<file path="src/rtl/sti_pkg.sv">
// Shared STI link definitions: length codes, receiver states and word selection.
package sti_pkg;

    localparam int MAX_BITS_DEF = 32;

    typedef enum logic [1:0] {
        LEN8  = 2'd0,
        LEN16 = 2'd1,
        LEN24 = 2'd2,
        LEN32 = 2'd3
    } len_t;

    typedef enum logic [1:0] {
        IDLE  = 2'd0,
        RECV  = 2'd1,
        DRAIN = 2'd2
    } state_t;

    // Selects the 16-bit payload from a right-aligned, bit-order-corrected frame.
    function automatic logic [15:0] pick_word(input logic [31:0] raw, input len_t len,
                                              input logic fill, input logic low);
        logic [15:0] w;
        case (len)
            LEN8:    w = low ? {raw[7:0], 8'h00} : {8'h00, raw[7:0]};
            LEN16:   w = raw[15:0];
            LEN24:   w = fill ? raw[23:8] : raw[15:0];
            default: w = fill ? raw[31:16] : raw[15:0];
        endcase
        return w;
    endfunction

endpackage

</file>
<file path="src/rtl/sti_bitrev.sv">
// Combinational bit reversal over the low N bits (N = 8/16/24/32 from the length code);
// bits above N come out zero provided the input is zero there.
module sti_bitrev
    import sti_pkg::*;
(
    input  logic [31:0] din,
    input  len_t        len,
    output logic [31:0] dout
);

    logic [31:0] rev;

    always_comb begin
        rev = '0;
        for (int i = 0; i < 32; i++) begin
            rev[i] = din[31-i];
        end
    end

    // Full 32-bit reversal puts the N-bit field at the top; shift it back down.
    always_comb begin
        case (len)
            LEN8:    dout = rev >> 24;
            LEN16:   dout = rev >> 16;
            LEN24:   dout = rev >> 8;
            default: dout = rev;
        endcase
    end

endmodule

</file>
<file path="src/rtl/sti_rx.sv">
// STI serial receiver: collects one frame per si_valid burst, measures its length,
// restores bit order and payload placement, and offers the word on a valid/ready port.
module sti_rx
    import sti_pkg::*;
#(
    parameter int MAX_BITS = MAX_BITS_DEF
) (
    input  logic        clk,
    input  logic        reset,
    input  logic        si_data,
    input  logic        si_valid,
    input  logic        cfg_msb,
    input  logic        cfg_fill,
    input  logic        cfg_low,
    output logic [15:0] po_data,
    output logic [31:0] po_raw,
    output logic [1:0]  po_length,
    output logic        po_valid,
    input  logic        po_ready,
    output logic        po_err,
    output logic        rx_busy
);

    localparam int CNT_W = $clog2(MAX_BITS + 1);
    localparam logic [CNT_W-1:0] CNT_MAX = CNT_W'(MAX_BITS);

    state_t              state_q, state_d;
    logic [CNT_W-1:0]    bit_cnt_q, bit_cnt_d;
    logic [MAX_BITS-1:0] sh_q, sh_d;
    logic                msb_q, msb_d, fill_q, fill_d, low_q, low_d;
    logic [15:0]         data_q, data_d;
    logic [31:0]         raw_q, raw_d;
    len_t                len_q, len_d;
    logic                valid_q, valid_d, err_q, err_d, busy_q, busy_d;

    len_t        frame_len;
    logic        frame_legal;
    logic [31:0] rev_raw, fixed_raw;
    logic        frame_end, load, accept;

    sti_bitrev u_bitrev (
        .din  (sh_q[31:0]),
        .len  (frame_len),
        .dout (rev_raw)
    );

    always_ff @(posedge clk or posedge reset) begin
        if (reset) begin
            state_q   <= IDLE;
            bit_cnt_q <= '0;
            sh_q      <= '0;
            msb_q     <= 1'b0;
            fill_q    <= 1'b0;
            low_q     <= 1'b0;
            data_q    <= '0;
            raw_q     <= '0;
            len_q     <= LEN8;
            valid_q   <= 1'b0;
            err_q     <= 1'b0;
            busy_q    <= 1'b0;
        end else begin
            state_q   <= state_d;
            bit_cnt_q <= bit_cnt_d;
            sh_q      <= sh_d;
            msb_q     <= msb_d;
            fill_q    <= fill_d;
            low_q     <= low_d;
            data_q    <= data_d;
            raw_q     <= raw_d;
            len_q     <= len_d;
            valid_q   <= valid_d;
            err_q     <= err_d;
            busy_q    <= busy_d;
        end
    end

    always_comb begin
        state_d = state_q;
        case (state_q)
            IDLE:    if (si_valid) state_d = RECV;
            RECV:    if (!si_valid) state_d = IDLE;
                     else if (bit_cnt_q == CNT_MAX) state_d = DRAIN;
            DRAIN:   if (!si_valid) state_d = IDLE;
            default: state_d = IDLE;
        endcase
    end

    // Shift register, bit counter and per-frame configuration capture.
    always_comb begin
        bit_cnt_d = bit_cnt_q;
        sh_d      = sh_q;
        msb_d     = msb_q;
        fill_d    = fill_q;
        low_d     = low_q;
        case (state_q)
            IDLE: begin
                if (si_valid) begin
                    sh_d      = {{(MAX_BITS-1){1'b0}}, si_data};
                    bit_cnt_d = CNT_W'(1);
                    msb_d     = cfg_msb;
                    fill_d    = cfg_fill;
                    low_d     = cfg_low;
                end
            end
            RECV: begin
                if (!si_valid) begin
                    bit_cnt_d = '0;
                end else if (bit_cnt_q != CNT_MAX) begin
                    sh_d      = {sh_q[MAX_BITS-2:0], si_data};
                    bit_cnt_d = bit_cnt_q + CNT_W'(1);
                end
            end
            DRAIN:   if (!si_valid) bit_cnt_d = '0;
            default: bit_cnt_d = '0;
        endcase
    end

    always_comb begin
        frame_len   = LEN8;
        frame_legal = 1'b1;
        case (bit_cnt_q)
            CNT_W'(8):  frame_len = LEN8;
            CNT_W'(16): frame_len = LEN16;
            CNT_W'(24): frame_len = LEN24;
            CNT_W'(32): frame_len = LEN32;
            default:    frame_legal = 1'b0;
        endcase
    end

    always_comb begin
        fixed_raw = msb_q ? sh_q[31:0] : rev_raw;
        frame_end = (state_q == RECV) && !si_valid;
        accept    = valid_q && po_ready;
        load      = frame_end && frame_legal && (!valid_q || accept);
        data_d    = data_q;
        raw_d     = raw_q;
        len_d     = len_q;
        valid_d   = valid_q;
        if (accept) valid_d = 1'b0;
        if (load) begin
            data_d  = pick_word(fixed_raw, frame_len, fill_q, low_q);
            raw_d   = fixed_raw;
            len_d   = frame_len;
            valid_d = 1'b1;
        end
        // Bad length, overrun and overlength all report on the frame-end edge.
        err_d  = (frame_end && !load) || ((state_q == DRAIN) && !si_valid);
        busy_d = (state_d != IDLE);
    end

    assign po_data   = data_q;
    assign po_raw    = raw_q;
    assign po_length = len_q;
    assign po_valid  = valid_q;
    assign po_err    = err_q;
    assign rx_busy   = busy_q;

endmodule

</file>
<file path="config.mk">
export PLATFORM = sky130hd
export DESIGN_NAME = sti_rx
export DESIGN_NICKNAME = d
export VERILOG_FILES = /design/src/rtl/sti_pkg.sv /design/src/rtl/sti_bitrev.sv /design/src/rtl/sti_rx.sv
export SDC_FILE = /design/constraint.sdc
export NUM_CORES = 1
export LEC_CHECK = 0
export CAP_MARGIN = 10
export CORE_AREA = 2 2 104 106
export DETAILED_ROUTE_END_ITERATION = 12
export DIE_AREA = 0 0 106 108
export PLACE_DENSITY = 0.86
export REMOVE_ABC_BUFFERS = 1
export SETUP_SLACK_MARGIN = 0.5
export SLEW_MARGIN = 10
export SYNTH_ARGS = -nofsm -noshare
export SYNTH_HDL_FRONTEND = slang
export SYNTH_SLANG_ARGS = --single-unit
</file>
<file path="constraint.sdc">
create_clock -name clk -period 6.66 [get_ports clk]
set_input_delay 1.332 -clock clk [delete_from_list [all_inputs] [get_ports clk]]
set_output_delay 1.332 -clock clk [all_outputs]
set_load 0.01 [all_outputs]
</file>
==> results of run 1 <==
==> layer usage <==
| metal | track usage (%) | vias up | share of wire, % | routed length, µm |
|---|---|---|---|---|
| met3 | 4.76 | 31 | 8.3 | 1290 |
| met5 | 0 | - | 0 | 0 |
| met2 | 43.9 | 248 | 46 | 7200 |
| met4 | 11.3 | 0 | 2.8 | 432 |
| li1 | - | 2381 | - | - |
| met1 | 39.6 | 2513 | 43 | 6680 |
==> tightest hold or removal path, delay by kind of cell (launching register included) <==
kind / cells / cell delay (ps)
DFF: 1 / 350
and+or+nand+nor: 2 / 100
==> sequential cells by signal, indices dropped and copies added (netlist names) <==
signal,flops
fill_q,1
po_raw,32
low_q,1
msb_q,1
po_data,16
rx_busy,1
bit_cnt_q,6
po_err,1
po_length,2
po_valid,1
state_q,2
sh_q,32
==> cells by family (layout without fill, tap and decap cells) <==
| family | Yosys count | count (layout) | synth area share (%) |
|---|---|---|---|
| AND/OR/NAND/NOR | 246 | 246 | 20.4 |
| AO/OA/AOI/OAI | 204 | 204 | 25.5 |
| flip-flops | 96 | 96 | 43.3 |
| buffers and inverters | 68 | 98 | 5.39 |
| multiplexers | 25 | 25 | 4.67 |
| adder cells (fa/ha/maj) | 2 | 2 | 0.451 |
| XOR/XNOR | 2 | 2 | 0.316 |
==> cells in the mapped netlist, drive strengths merged, types with 2 or more instances <==
library cell | count | share of area (%)
nor2 | 36 | 2.4
and3 | 9 | 1.0
buf | 23 | 2.3
o31a | 5 | 0.79
o21ai | 54 | 4.9
nor3 | 22 | 2.2
a2bb2oi | 6 | 0.95
a21boi | 5 | 0.68
or3 | 3 | 0.34
o22ai | 15 | 1.7
dfrtp | 96 | 43
and2 | 7 | 0.79
o21a | 5 | 0.68
a22oi | 6 | 0.90
mux2 | 7 | 1.4
a222oi | 2 | 0.36
nor3b | 2 | 0.27
a211oi | 11 | 1.5
clkbuf | 33 | 2.2
o2bb2ai | 3 | 0.47
nand2b | 7 | 0.92
mux2i | 18 | 3.2
nand3 | 7 | 0.63
o211ai | 2 | 0.27
o221ai | 7 | 1.2
inv | 11 | 0.74
a22o | 5 | 0.79
or3b | 2 | 0.32
or2 | 4 | 0.45
a21oi | 25 | 2.3
a211o | 2 | 0.32
o31ai | 4 | 0.54
a311oi | 2 | 0.32
nor2b | 8 | 0.90
a221oi | 4 | 0.63
ha | 2 | 0.45
a311o | 2 | 0.36
a31oi | 19 | 2.1
a32o | 4 | 0.72
nand2 | 133 | 9.0
a221o | 9 | 1.6
a32oi | 2 | 0.32
xnor2 | 2 | 0.32
==> through the flow <==
step                util [%]  area, µm²  hold slack, ps  cells  worst slack, ps
finish                  62.3       6370             479    809             2890
global route            62.3       6370             505    809             2780
CTS                     62.2       6360             483    808             2500
detailed placement      60.2       6150             462    792             2100
global placement        60.2       6150             454    792             2170
floorplan                  -       5300             465    587             2490
==> layout make-up <==
cell class	instances	area, µm²	share of cell area [%]
timing repair buffer	70	692	10.9
tap	136	170	2.67
sequential	96	2400	37.7
clock buffer	9	124	1.94
inverter	12	47.5	0.746
clock inverter	7	81.3	1.28
multi-input combinational	479	2850	44.8
==> power by group <==
| group | total [mW] | internal [mW] | switching [mW] |
|---|---|---|---|
| combinational | 0.176 | 0.0725 | 0.104 |
| sequential | 0.630 | 0.604 | 0.0261 |
| clock | 0.397 | 0.177 | 0.220 |
==> worst paths after layout <==
check / startpoint / end / cells past startpoint
hold reg to reg: po_raw[11]$_DFFE_PP0P_ / po_raw[11]$_DFFE_PP0P_ / 2
hold / removal: po_raw[11]$_DFFE_PP0P_ / po_raw[11]$_DFFE_PP0P_ / 2
max in group asynchronous: reset / po_raw[24]$_DFFE_PP0P_ / 3
min in group asynchronous: reset / po_raw[10]$_DFFE_PP0P_ / 2
setup reg to reg: bit_cnt_q[5]$_DFFE_PP0P_ / po_data[11]$_DFFE_PP0P_ / 5
setup / recovery: si_valid / po_data[9]$_DFFE_PP0P_ / 6
==> impl_metrics.toml, run 1 <==
[routing]
wire_per_inst_um = 19.3
dr.pass1.iters = 6
ant_nets = 0
via_per_inst = 6.39
vias = 5173
drt_iter0_markers = 550
wl_mm = 15.6
drcViolationCount = 0

[power]
ir_drop_uv = 102
power.total_mw = 1.20
p_leak_nw = 2.56
p_per_area_nw_per_um2 = 189

[clocking]
clk_pin_slew_ps = 90
cts_tree = "yes"
cts_made_buffers = 9
h-tree-depth = 3
hold_buffers = 0
cts.sinks = 96
cts_root_buf = "clkbuf_8"
clock_path_buffers = 2
postCtsSetupRepairBufs = 0
insertion_delay_ps = 390
cts_resized = 0

[die]
die_h_um = 108
num_rows = 37
ios = 61
start_util_pct = 54.2
core_um2 = 10200
dieArea_um2 = 11400
die_w_um = 106

[sta]
fin_skew_ps = 7.26
tightest_slew_ps = 1190
period_needed_ps = 3770
drv_slew = 0
setup_violations = 0
fin_crit_sh_pct = 56.6
finalHoldViolations = 0
fin_setup_tns_ps = 0
clock.fmax_ghz = 0.265
rsz0062_at_grt = "no"
max-slew-margin-rel_pct = 20.1

[critical_path]
crit_path_frequent_cell = "a31oi_1"
r2r_slack_ps = 3220
critPathTopFamily = "simple AND/OR/NAND/NOR gates"
cp.buffers_inverters = 1
critPathKind = "input port to flop"
slowest_stage = "or3b_2"
critPathMaxFanout = 31
start_kind = "input port"
critPathMaxStageDelay_ps = 620
cp.required_ps = 6920
cp-end-kind = "flop"
worst_ep_arrival_time_ps = 4030
crit_chain = "clkdlybuf4s50_1 > or3b_2 > nor3_2 > o21ai_2 > a31oi_1 > a31oi_1"

[final_layout]
fillers = 869
finalNetCount = 678
syn_to_final_growth_pct = 14.8
diodes = 0
mostFrequentLayoutCells = "133 x nand2_1, 96 x dfrtp_1, 60 x clkdlybuf4s50_1"
final_common_cell = "nand2_1"
drive_gt1_share_pct = 7.28

[synthesis]
ys_ff_latch = 96
synth.distinct_cells = 64
synth_ff_type = "dfrtp_1"
netlist_instances = 643
syn_area_um2 = 5550
synth_warnings = 0
synth_edf_count = 0
syn_avg_cell_area_um2 = 8.63
yosysSeqAreaShare_pct = 43.3
synth-async-reset-ratio_pct = 100

[job]
drv_cap = 0

[grt]
grt_pass1_wl_mm = 25.4
grt_pass1_vias = 4905
grt_max_degree = 65
antenna_found_initial = 0
overflow = 0
grt_usage_pct = 28.2

[placed_design]
dp_hpwl_mm = 10.9
port_buffers = 60
gp_congestion = 0.935

[run_status]
status = "completed"

[worst_hold_path]
hp-class = "flop to flop"
No activity file was read; power rests on OpenSTA's default activity.
==> inputs of run 2 (changes only) <==
--- a/config.mk
+++ b/config.mk
@@ -6,10 +6,10 @@
 export NUM_CORES = 1
 export LEC_CHECK = 0
 export CAP_MARGIN = 10
-export CORE_AREA = 2 2 104 106
+export CORE_AREA = 2 2 107 109
 export DETAILED_ROUTE_END_ITERATION = 12
-export DIE_AREA = 0 0 106 108
-export PLACE_DENSITY = 0.86
+export DIE_AREA = 0 0 109 111
+export PLACE_DENSITY = 0.85
 export REMOVE_ABC_BUFFERS = 1
 export SETUP_SLACK_MARGIN = 0.5
 export SLEW_MARGIN = 10
==> constraint.sdc (replaced) <==
create_clock -name clk -period 3.3 [get_ports clk]
set_input_delay 0.66 -clock clk [delete_from_list [all_inputs] [get_ports clk]]
set_output_delay 0.66 -clock clk [all_outputs]
set_load 0.01 [all_outputs]
==> impl_metrics.toml, run 2 (synthesis results as in run 1) <==
[power]
clockPowerShare_pct = 39.8
p_leak_nw = 2.67
seqPwrFrac_pct = 47.1
power.internal_mw = 2.00
switchingPower_mw = 0.721
p_per_area_nw_per_um2 = 413
switching_share_pct = 26.5
pwr-share-comb_pct = 13.0
ir_drop_uv = 213

[die]
num_rows = 39
dieArea_um2 = 12100
start_util_pct = 50.1
core_um2 = 11100
die_h_um = 111
die_w_um = 109
ios = 61

[final_layout]
final_common_cell = "nand2_1"
drive_gt1_share_pct = 8.65
finalNetCount = 687
mostFrequentLayoutCells = "132 x nand2_1, 96 x dfrtp_1, 60 x clkdlybuf4s50_1"
utilization_pct = 59.5
diodes = 0
fillers = 947
syn_to_final_growth_pct = 18.7
fin_cells = 825

[critical_path]
start_kind = "input port"
cp-end-kind = "flop"
cp.required_ps = 3520
worst_ep_arrival_time_ps = 2850
critPathKind = "input port to flop"
critPathMaxFanout = 46

[job]
drv_cap = 0

[clocking]
cts.sinks = 96
cts_root_buf = "clkbuf_16"
cts_made_buffers = 9
insertion_delay_ps = 350
h-tree-depth = 3
postCtsSetupRepairBufs = 0
cts_tree = "yes"
clk_pin_slew_ps = 60
clock_path_buffers = 2

[sta]
clock.fmax_ghz = 0.381
drv_slew = 0
period_needed_ps = 2630
finalHoldViolations = 0
setup_violations = 0
tightest_slew_ps = 760
fin_crit_sh_pct = 79.6
max-slew-margin-rel_pct = 49.2
fin_skew_ps = 8.36
rsz0062_at_grt = "no"

[placed_design]
dp_cells = 809
dp_hpwl_mm = 11.2
port_buffers = 60
gp_congestion = 0.972

[grt]
grt_usage_pct = 27.0
grt_pass1_wl_mm = 25.9
grt_max_degree = 62
antenna_found_initial = 0
overflow = 0
grt_pass1_vias = 5019

[run_status]
status = "completed"

[routing]
dr.pass1.iters = 7
vias = 5291
via_per_inst = 6.41
ant_nets = 0
drcViolationCount = 0
drt_iter0_markers = 752
wl_mm = 15.9
wire_per_inst_um = 19.3

[worst_hold_path]
hp-class = "flop to flop"
==> run 2: changes by cell type in the layout (fill, tap and decap cells not counted), sizes merged <==
| cell | previous run | this run |
|---|---|---|
| inv | 12 | 11 |
| clkbuf | 9 | 11 |
| clkinv | 5 | 3 |
| buf | 10 | 19 |
| clkinvlp | 1 | 2 |
==> run 2: what timing repair did <==
item	4_1_cts	5_1_grt
hold buffers	0	0
resized for setup	0	2
hold endpoints to repair	0	0
setup endpoints to repair	0	7
==> run 2: routing by layer <==
metal	wire length (µm)	share of wire [%]	GRT usage [%]
met3	1330	8.3	4.12
met2	7300	46	40.9
met4	483	3.0	11.8
met1	6820	43	38.1
met5	0	0	0
==> run 2: worst paths after layout <==
path	cells after the start	to	slack, ps	from
max in group asynchronous	3	state_q[0]$_DFF_PP0_	1920	reset
min	2	po_raw[2]$_DFFE_PP0P_	480	po_raw[2]$_DFFE_PP0P_
max reg2reg	8	po_data[8]$_DFFE_PP0P_	700	bit_cnt_q[1]$_DFFE_PP0P_
min in group asynchronous	2	po_raw[10]$_DFFE_PP0P_	700	reset
min reg2reg	2	po_raw[2]$_DFFE_PP0P_	480	po_raw[2]$_DFFE_PP0P_
max	7	po_data[5]$_DFFE_PP0P_	670	si_valid
==> run 2: power by group through the flow <==
stage	Clock (mW)	Combinational (mW)	Sequential [mW]
finish	1.08	0.354	1.28
CTS	1.08	0.349	1.28
global route	1.13	0.385	1.29
global placement	0	0.340	1.30
floorplan	0	0.179	1.31
detailed placement	0	0.347	1.30
==> run 2: cell type report <==
type | count | area (µm²) | area share [%]
Clock buffer | 11 | 253 | 3.84
Clock inverter | 5 | 55.1 | 0.836
Inverter | 12 | 47.5 | 0.722
Multi-Input combinational cell | 479 | 2870 | 43.6
Sequential cell | 96 | 2400 | 36.5
Tap cell | 143 | 179 | 2.72
Timing Repair Buffer | 79 | 781 | 11.9
==> run 2: stage by stage <==
step                      setup WS (ps)  area [µm²]  hold WS (ps)  TNS, ps  power, mW
after floorplan                    -344        5300           465    -3230       1.49
after global placement              335        6260           452        0       1.64
after detailed placement            255        6260           462        0       1.65
after CTS                           601        6570           476        0       2.71
after global routing                539        6590           499        0       2.80
final                               674        6590           479        0       2.72
==> run 2: critical path, stage by stage <==
cell	delay (ps)
clkdlybuf4s50_1	410
or3b_2	570
a2111oi_4	450
buf_12	260
o21ai_0	120
a221oi_1	260
nor3_1	90
